$ cat config.mk
export PLATFORM = sky130hd
export DESIGN_NAME = prog_loader
export DESIGN_NICKNAME = d
export VERILOG_FILES = /design/src/rtl/prog_loader.sv
export SDC_FILE = /design/constraint.sdc
export NUM_CORES = 1
export LEC_CHECK = 0
export BUFFER_PORTS_ARGS = -buffer_cell sky130_fd_sc_hd__buf_2
export CORE_MARGIN = 8
export CORE_UTILIZATION = 35
export CTS_CLUSTER_DIAMETER = 120
export DETAILED_ROUTE_END_ITERATION = 8
export GPL_ROUTABILITY_DRIVEN = 0
export PLACE_DENSITY_LB_ADDON = 0.2
export SYNTH_ARGS = -nofsm -noshare
export SYNTH_HDL_FRONTEND = slang
export SYNTH_SLANG_ARGS = --single-unit
$ cat constraint.sdc
create_clock -name clk -period 2.5 [get_ports clk]
set_input_delay 0.125 -clock clk [delete_from_list [all_inputs] [get_ports clk]]
set_output_delay 0.125 -clock clk [all_outputs]
set_load 0.02 [all_outputs]
$ cat src/rtl/prog_loader.sv
// Byte-serial program loader: packs a valid/ready byte stream MSB-first into 32-bit
// instruction words and writes them from address 0. Optional trailing checksum byte: CHECKSUM_EN.
//
// state | meaning
// IDLE  | waiting for start; CPU released
// RECV  | accepting bytes of the current word
// WRITE | one-cycle write of the assembled word
// CHK   | accepting the checksum byte (CHECKSUM_EN only)
// DONE  | one-cycle done pulse
module prog_loader #(
    parameter int DEPTH = 16,
    parameter int AW    = 4,
    parameter int IW    = 32
) (
    input  logic          clk,
    input  logic          sys_rst,
    input  logic          start,
    input  logic [AW:0]   load_len,
    input  logic          abort,
    input  logic [7:0]    byte_in,
    input  logic          byte_valid,
    output logic          byte_ready,
    output logic          mem_we,
    output logic [AW-1:0] mem_addr,
    output logic [IW-1:0] mem_wdata,
    output logic          cpu_hold,
    output logic          busy,
    output logic          done,
    output logic          err
);

    typedef enum logic [2:0] {
        IDLE  = 3'd0,
        RECV  = 3'd1,
        WRITE = 3'd2,
`ifdef CHECKSUM_EN
        CHK   = 3'd3,
`endif
        DONE  = 3'd4
    } state_t;

    localparam logic [AW:0]   DEPTH_W = (AW + 1)'(DEPTH);
    localparam logic [AW:0]   ONE_W   = (AW + 1)'(1);
    localparam logic [AW-1:0] ONE_A   = AW'(1);

    state_t        state_q, state_d;
    logic [IW-1:0] shreg_q, shreg_d;
    logic [1:0]    bcnt_q, bcnt_d;
    logic [AW-1:0] addr_q, addr_d;
    logic [AW:0]   len_q, len_d;
    logic          err_d;
    logic          byte_take;
    logic          last_word;
`ifdef CHECKSUM_EN
    logic [7:0]    csum_q, csum_d;
`endif

    assign byte_take = byte_valid & byte_ready;
    assign last_word = (({1'b0, addr_q} + ONE_W) == len_q);

    always_comb begin
        state_d = state_q;
        shreg_d = shreg_q;
        bcnt_d  = bcnt_q;
        addr_d  = addr_q;
        len_d   = len_q;
        err_d   = err;
`ifdef CHECKSUM_EN
        csum_d  = csum_q;
`endif
        case (state_q)
            IDLE: begin
                if (start) begin
                    if (load_len == '0 || load_len > DEPTH_W) begin
                        err_d = 1'b1;
                    end else begin
                        state_d = RECV;
                        addr_d  = '0;
                        bcnt_d  = '0;
                        len_d   = load_len;
                        err_d   = 1'b0;
`ifdef CHECKSUM_EN
                        csum_d  = '0;
`endif
                    end
                end
            end
            RECV: begin
                if (abort) begin
                    state_d = IDLE;
                    err_d   = 1'b1;
                end else if (byte_take) begin
                    shreg_d = {shreg_q[IW-9:0], byte_in};
                    bcnt_d  = bcnt_q + 2'd1;
`ifdef CHECKSUM_EN
                    csum_d  = csum_q ^ byte_in;
`endif
                    if (bcnt_q == 2'd3) state_d = WRITE;
                end
            end
            WRITE: begin
                // the write itself is already on the registered strobe this cycle
                if (abort) begin
                    state_d = IDLE;
                    err_d   = 1'b1;
                end else if (last_word) begin
`ifdef CHECKSUM_EN
                    state_d = CHK;
`else
                    state_d = DONE;
`endif
                end else begin
                    addr_d  = addr_q + ONE_A;
                    bcnt_d  = '0;
                    state_d = RECV;
                end
            end
`ifdef CHECKSUM_EN
            CHK: begin
                if (abort) begin
                    state_d = IDLE;
                    err_d   = 1'b1;
                end else if (byte_take) begin
                    if (byte_in != csum_q) err_d = 1'b1;
                    state_d = DONE;
                end
            end
`endif
            DONE:    state_d = IDLE;
            default: state_d = IDLE;
        endcase
    end

    always_ff @(posedge clk) begin
        if (!sys_rst) begin
            state_q    <= IDLE;
            shreg_q    <= '0;
            bcnt_q     <= '0;
            addr_q     <= '0;
            len_q      <= '0;
`ifdef CHECKSUM_EN
            csum_q     <= '0;
`endif
            byte_ready <= 1'b0;
            mem_we     <= 1'b0;
            mem_addr   <= '0;
            mem_wdata  <= '0;
            cpu_hold   <= 1'b0;
            busy       <= 1'b0;
            done       <= 1'b0;
            err        <= 1'b0;
        end else begin
            state_q    <= state_d;
            shreg_q    <= shreg_d;
            bcnt_q     <= bcnt_d;
            addr_q     <= addr_d;
            len_q      <= len_d;
`ifdef CHECKSUM_EN
            csum_q     <= csum_d;
            byte_ready <= (state_d == RECV) || (state_d == CHK);
`else
            byte_ready <= (state_d == RECV);
`endif
            // outputs are decoded from the next state so they line up with it
            mem_we     <= (state_d == WRITE);
            if (state_d == WRITE) begin
                mem_addr  <= addr_d;
                mem_wdata <= shreg_d;
            end
            cpu_hold   <= (state_d != IDLE);
            busy       <= (state_d != IDLE);
            done       <= (state_d == DONE);
            err        <= err_d;
        end
    end

endmodule
; Yosys cells after proc, flatten, opt, wreduce, memory -nomap -nowiden
; Cells that the tools add are included.
[totals]
inputBits = 18
wordCells = 69
reg_bits = 87
out_inout_bits = 42
[classes]
reduce_logical = 10
add_sub_neg = 3
muxes = 27
bitwise = 2
n_eq_ne = 14
n_lt_le_gt_ge = 1
[op_table]
columns = op, n
row1 = $mux W32, 3
row2 = $mux W3, 7
row3 = $mux W4, 4
row4 = $mux W2, 6
row5 = $ne A2 B2 Y1 const B, 6
row6 = $pmux W3 S3, 1
row7 = $pmux W4 S2, 1
row8 = $reduce_and A7 Y1, 1
row9 = $eq A3 B1 Y1 const B, 2
row10 = $eq A3 B2 Y1 const B, 2
row11 = $pmux W2 S3, 1
row12 = $reduce_and A3 Y1, 2
row13 = $reduce_bool A3 Y1, 2
row14 = $add A4 B1 Y5 const B, 1
row15 = $eq A5 B5 Y1, 1
row16 = $gt A5 B5 Y1 const B, 1
row17 = $logic_not A5 Y1, 1
row18 = $add A4 B1 Y4 const B, 1
row19 = $eq A3 B3 Y1 const B, 1
row20 = $logic_not A3 Y1, 1
row21 = $mux W1, 3
row22 = $add A2 B1 Y2 const B, 1
row23 = $eq A2 B2 Y1 const B, 1
row24 = $ne A2 B1 Y1 const B, 1
row25 = other kinds (6), 6

; Depth between registers and ports, before layout
[logic_depth]
depth_word = 6
mapped_depth = 6

; Worst setup path after synthesis
; OpenSTA, ideal clock, no wires.
[synth_timing]
path_kind = register -> register
from = reg addr_q[0]
to = reg addr_q[3]
required_ps = 2380
arrival_time_ps = 1824
path_stages_with_launch = 7
path_buffers = 0
slack_ps = 556
cell_sequence = dfxtp_1 ha_1 xor2_1 a211o_1 a211oi_4 nor4_1 o31a_1
[synth_between]
elab_chain_cells = 5
word_cells_on_any_way = 6
classes_between = add/sub (2) / eq/ne (1) / mux (3)
[synth_lines]
columns = item, line
row1 = "start, declared", 49  ; logic [AW-1:0] addr_q, addr_d;
row2 = "start signal, assigned", 156  ; addr_q <= addr_d;
row3 = $add A4 B1 Y5, 59  ; assign last_word = (({1'b0, addr_q} + ONE_W) == len_q);
row4 = $eq A5 B5 Y1, 59
row5 = $mux W4 (*), 106  ; end else if (last_word) begin
row6 = $mux W4 (*), 103  ; if (abort) begin
row7 = $pmux W4 S2 (*), 71  ; case (state_q)
; Mark *: on every way between the ends. The rest lies on a longest branch, timed or not.
; A chain may end at the register's enable or synchronous reset.

; Worst setup path in the final report
; Same ends and word-level chain as after synthesis.

==> results.yml <==
outcome:
  status: "finished clean"
worst_setup_path:
  crit_buf_inv: 0
  cp.depth: 6
  crit_family: "compound AO/OA/AOI/OAI gates"
  rrSetupSlack_ns: 0.39
  crit_arrival_ns: 2.34
  start_kind: "register"
  endpoint_kind: "register"
  cp.required_ns: 2.74
  r2r_cells: 6
  max_stage_delay_ns: 0.44
  cp_slowest_cell: "dfxtp_1"
  critPathKind: "register to register"
  critPathMaxFanout: 10
  crit_chain: "ha_1 -> xor2_1 -> a211o_1 -> a211oi_4 -> nor3_1 -> o31a_1"
clock_tree:
  root_buffer: "clkbuf_8"
  clkTransAtPathRegs_ns: 0.08
  cts_buffers: 9
  hold_buffers: 0
  postCtsResizedCells: 0
  cts_tree: "yes"
  cts.sinks: 79
  postCtsSetupRepairBufs: 0
  cts_buffer_depth: 2
  h-tree-depth: 3
  insertion_delay_ns: 0.34
floorplan:
  rows: 35
  start_util: 0.3533
  die-area_mm2: 0.01241
  core_mm2: 0.009021
  ioPinCount: 60
  die_w_um: 111.4
  die_y_um: 111.4
timing:
  layout_worst_path_cycle_share: 0.8425
  fin_worst_skew_ns: 0.008989
  tightest_slew_ns: 0.7525
  max_freq_mhz: 474.8
  fin_crit_ns: 2.106
  hold_viol_final: 0
  slew_violations: 0
  rsz0062_at_grt: "no"
  setup_violations: 0
  setup_tns_ns: 0
  slew_headroom: 0.4983
yosys:
  synth_fa_ha_area_frac: 0.007852
  yosysSeqAreaShare: 0.4963
  ys_ff_latch: 79
  synthesis.instances: 374
  yosys_warnings: 0
  async_flop_share: 0
  synth_compound_area_frac: 0.2038
  synth_xor_xnor_area_share: 0.01374
  synth-simple-area-share: 0.2344
  synth_top_family_by_area: "simple AND/OR/NAND/NOR gates"
  syn-num-nets: 394
  synth_edf_count: 0
  synth.area.mux_share: 0.006282
  yosys_most_used_dff: "dfxtp_1"
  syn_area_per_cell_um2: 8.521
  netlist_area_mm2: 0.003187
  synth.distinct_cells: 42
route:
  wl_per_cell_um: 13.61
  via_per_inst: 4.814
  dr.pass1.iters: 4
  route.detailed.drc: 0
  postRouteAntennaNets: 0
  drt_first_iter_violations: 86
  totalWireLength_um: 7379
  vias: 2609
finish:
  fin_area_mm2: 0.003792
  drive_gt1_frac: 0.2042
  fillers: 932
  syn2layout_area_growth_pct: 19.00
  fin_nets: 446
  num_antenna_cells: 0
placed_design:
  post_dp_cell_area_mm2: 0.003568
  port_buffers: 59
  hpwlAfterDp_um: 5264
hold_path:
  holdPathStages: 3
  hold_path_class: "primary input to register"
global_routing:
  grt_pass1_vias: 2641
  grt_use_total: 0.1244
  grt_max_degree: 51
  grt_pass1_wl_um: 12870
  overflow: 0
  antenna_found_initial: 0
pwr:
  p_leak_nw: 1.457
  ir_worst_vdd_uv: 272.4
  p_per_area_mw_per_mm2: 643.1
flow_run:
  cap_violations: 0
-- power by group --
group | switching, mW | internal, mW | total, mW
registers | 0.00807 | 1.27 | 1.27
logic | 0.0573 | 0.0459 | 0.103
clock network | 0.444 | 0.617 | 1.06
-- routing by layer --
layer,global-route usage,part of all wire
met3,0.03548,0.043
met1,0.1478,0.47
met2,0.2066,0.48
met5,0,0
met4,0.04800,0.015
-- logic make-up (layout without fill, tap and decap cells) --
family,count (synthesis),count (layout)
muxes,2,2
buffers and inverters,27,84
xor gates and xnor gates,5,5
DFF,79,79
AOI/OAI and AO/OA,87,87
and+or+nand+nor,172,172
adders and majority gates,2,2
-- flip-flops by register name, indices dropped and copies added, names as in the netlist --
register / flops
mem_wdata: 32
state_q: 3
mem_we: 1
busy: 1
len_q: 5
err: 1
byte_ready: 1
mem_addr: 4
addr_q: 4
done: 1
bcnt_q: 2
shreg_q: 24
-- through the flow --
stage	hold slack, ns	worst slack [ns]	std cells	power, mW	util
finish	0.04170	0.3939	542	2.439	0.4204
global route	0.03335	0.2230	542	2.562	0.4204
CTS	0.02263	0.3835	542	2.483	0.4204
detailed placement	0.4028	0.3958	526	1.409	0.3956
global placement	0.3993	0.4445	526	1.408	0.3956
floorplan	0.2599	0.5564	374	1.370	-
-- cell type report --
cell class / count / area (um2) / area share
flip-flops and latches: 79 / 1582 / 0.4170
clock inverters: 3 / 65.06 / 0.01716
repair buffers: 68 / 362.8 / 0.09568
well taps: 111 / 138.9 / 0.03662
multi-input cells: 268 / 1485 / 0.3916
clock buffers: 13 / 158.9 / 0.04190
-- layout by cell type (no fill, tap or decap), types with 4 or more instances in the layout --
cell	n
a21boi_0	63
nor2_1	6
nand3_1	5
o21ai_0	5
buf_4	9
nand2_1	136
clkbuf_8	11
dfxtp_1	79
a21oi_1	4
buf_2	59
-- worst min-delay path, cell delays in order --
cell and delay, ns:
buf_2 0.11, nand2_1 0.04, a21boi_0 0.06
-- worst paths after layout --
path | startpoint | end
worst min-delay path | byte_in[6] | shreg_q[6]$_SDFF_PN0_
worst max-delay path | addr_q[0]$_SDFF_PN0_ | addr_q[3]$_SDFF_PN0_
worst min register to register | mem_wdata[16]$_SDFFE_PN0N_ | mem_wdata[16]$_SDFFE_PN0N_
worst max register to register | addr_q[0]$_SDFF_PN0_ | addr_q[3]$_SDFF_PN0_
-- synth_stat cells (2+ instances only) --
| cell | number | share of area |
|---|---|---|
| and3_2 | 2 | 0.0047 |
| a21oi_1 | 4 | 0.0063 |
| nand3_1 | 5 | 0.0079 |
| o21ai_0 | 5 | 0.0079 |
| dfxtp_1 | 79 | 0.50 |
| xor2_1 | 2 | 0.0055 |
| xnor2_1 | 3 | 0.0082 |
| nor4_1 | 2 | 0.0039 |
| a21boi_0 | 63 | 0.15 |
| nand2b_1 | 2 | 0.0039 |
| buf_4 | 2 | 0.0047 |
| a21boi_1 | 2 | 0.0047 |
| mux2i_1 | 2 | 0.0063 |
| nor3_1 | 3 | 0.0047 |
| clkbuf_1 | 16 | 0.019 |
| o21a_1 | 2 | 0.0047 |
| nor2_1 | 6 | 0.0071 |
| nand2_1 | 136 | 0.16 |
| ha_1 | 2 | 0.0079 |
| o31a_1 | 2 | 0.0055 |
| and2_1 | 3 | 0.0059 |
| nor2b_1 | 3 | 0.0059 |
| buf_2 | 9 | 0.014 |
Note: power is estimated with default switching activity, not from simulation.
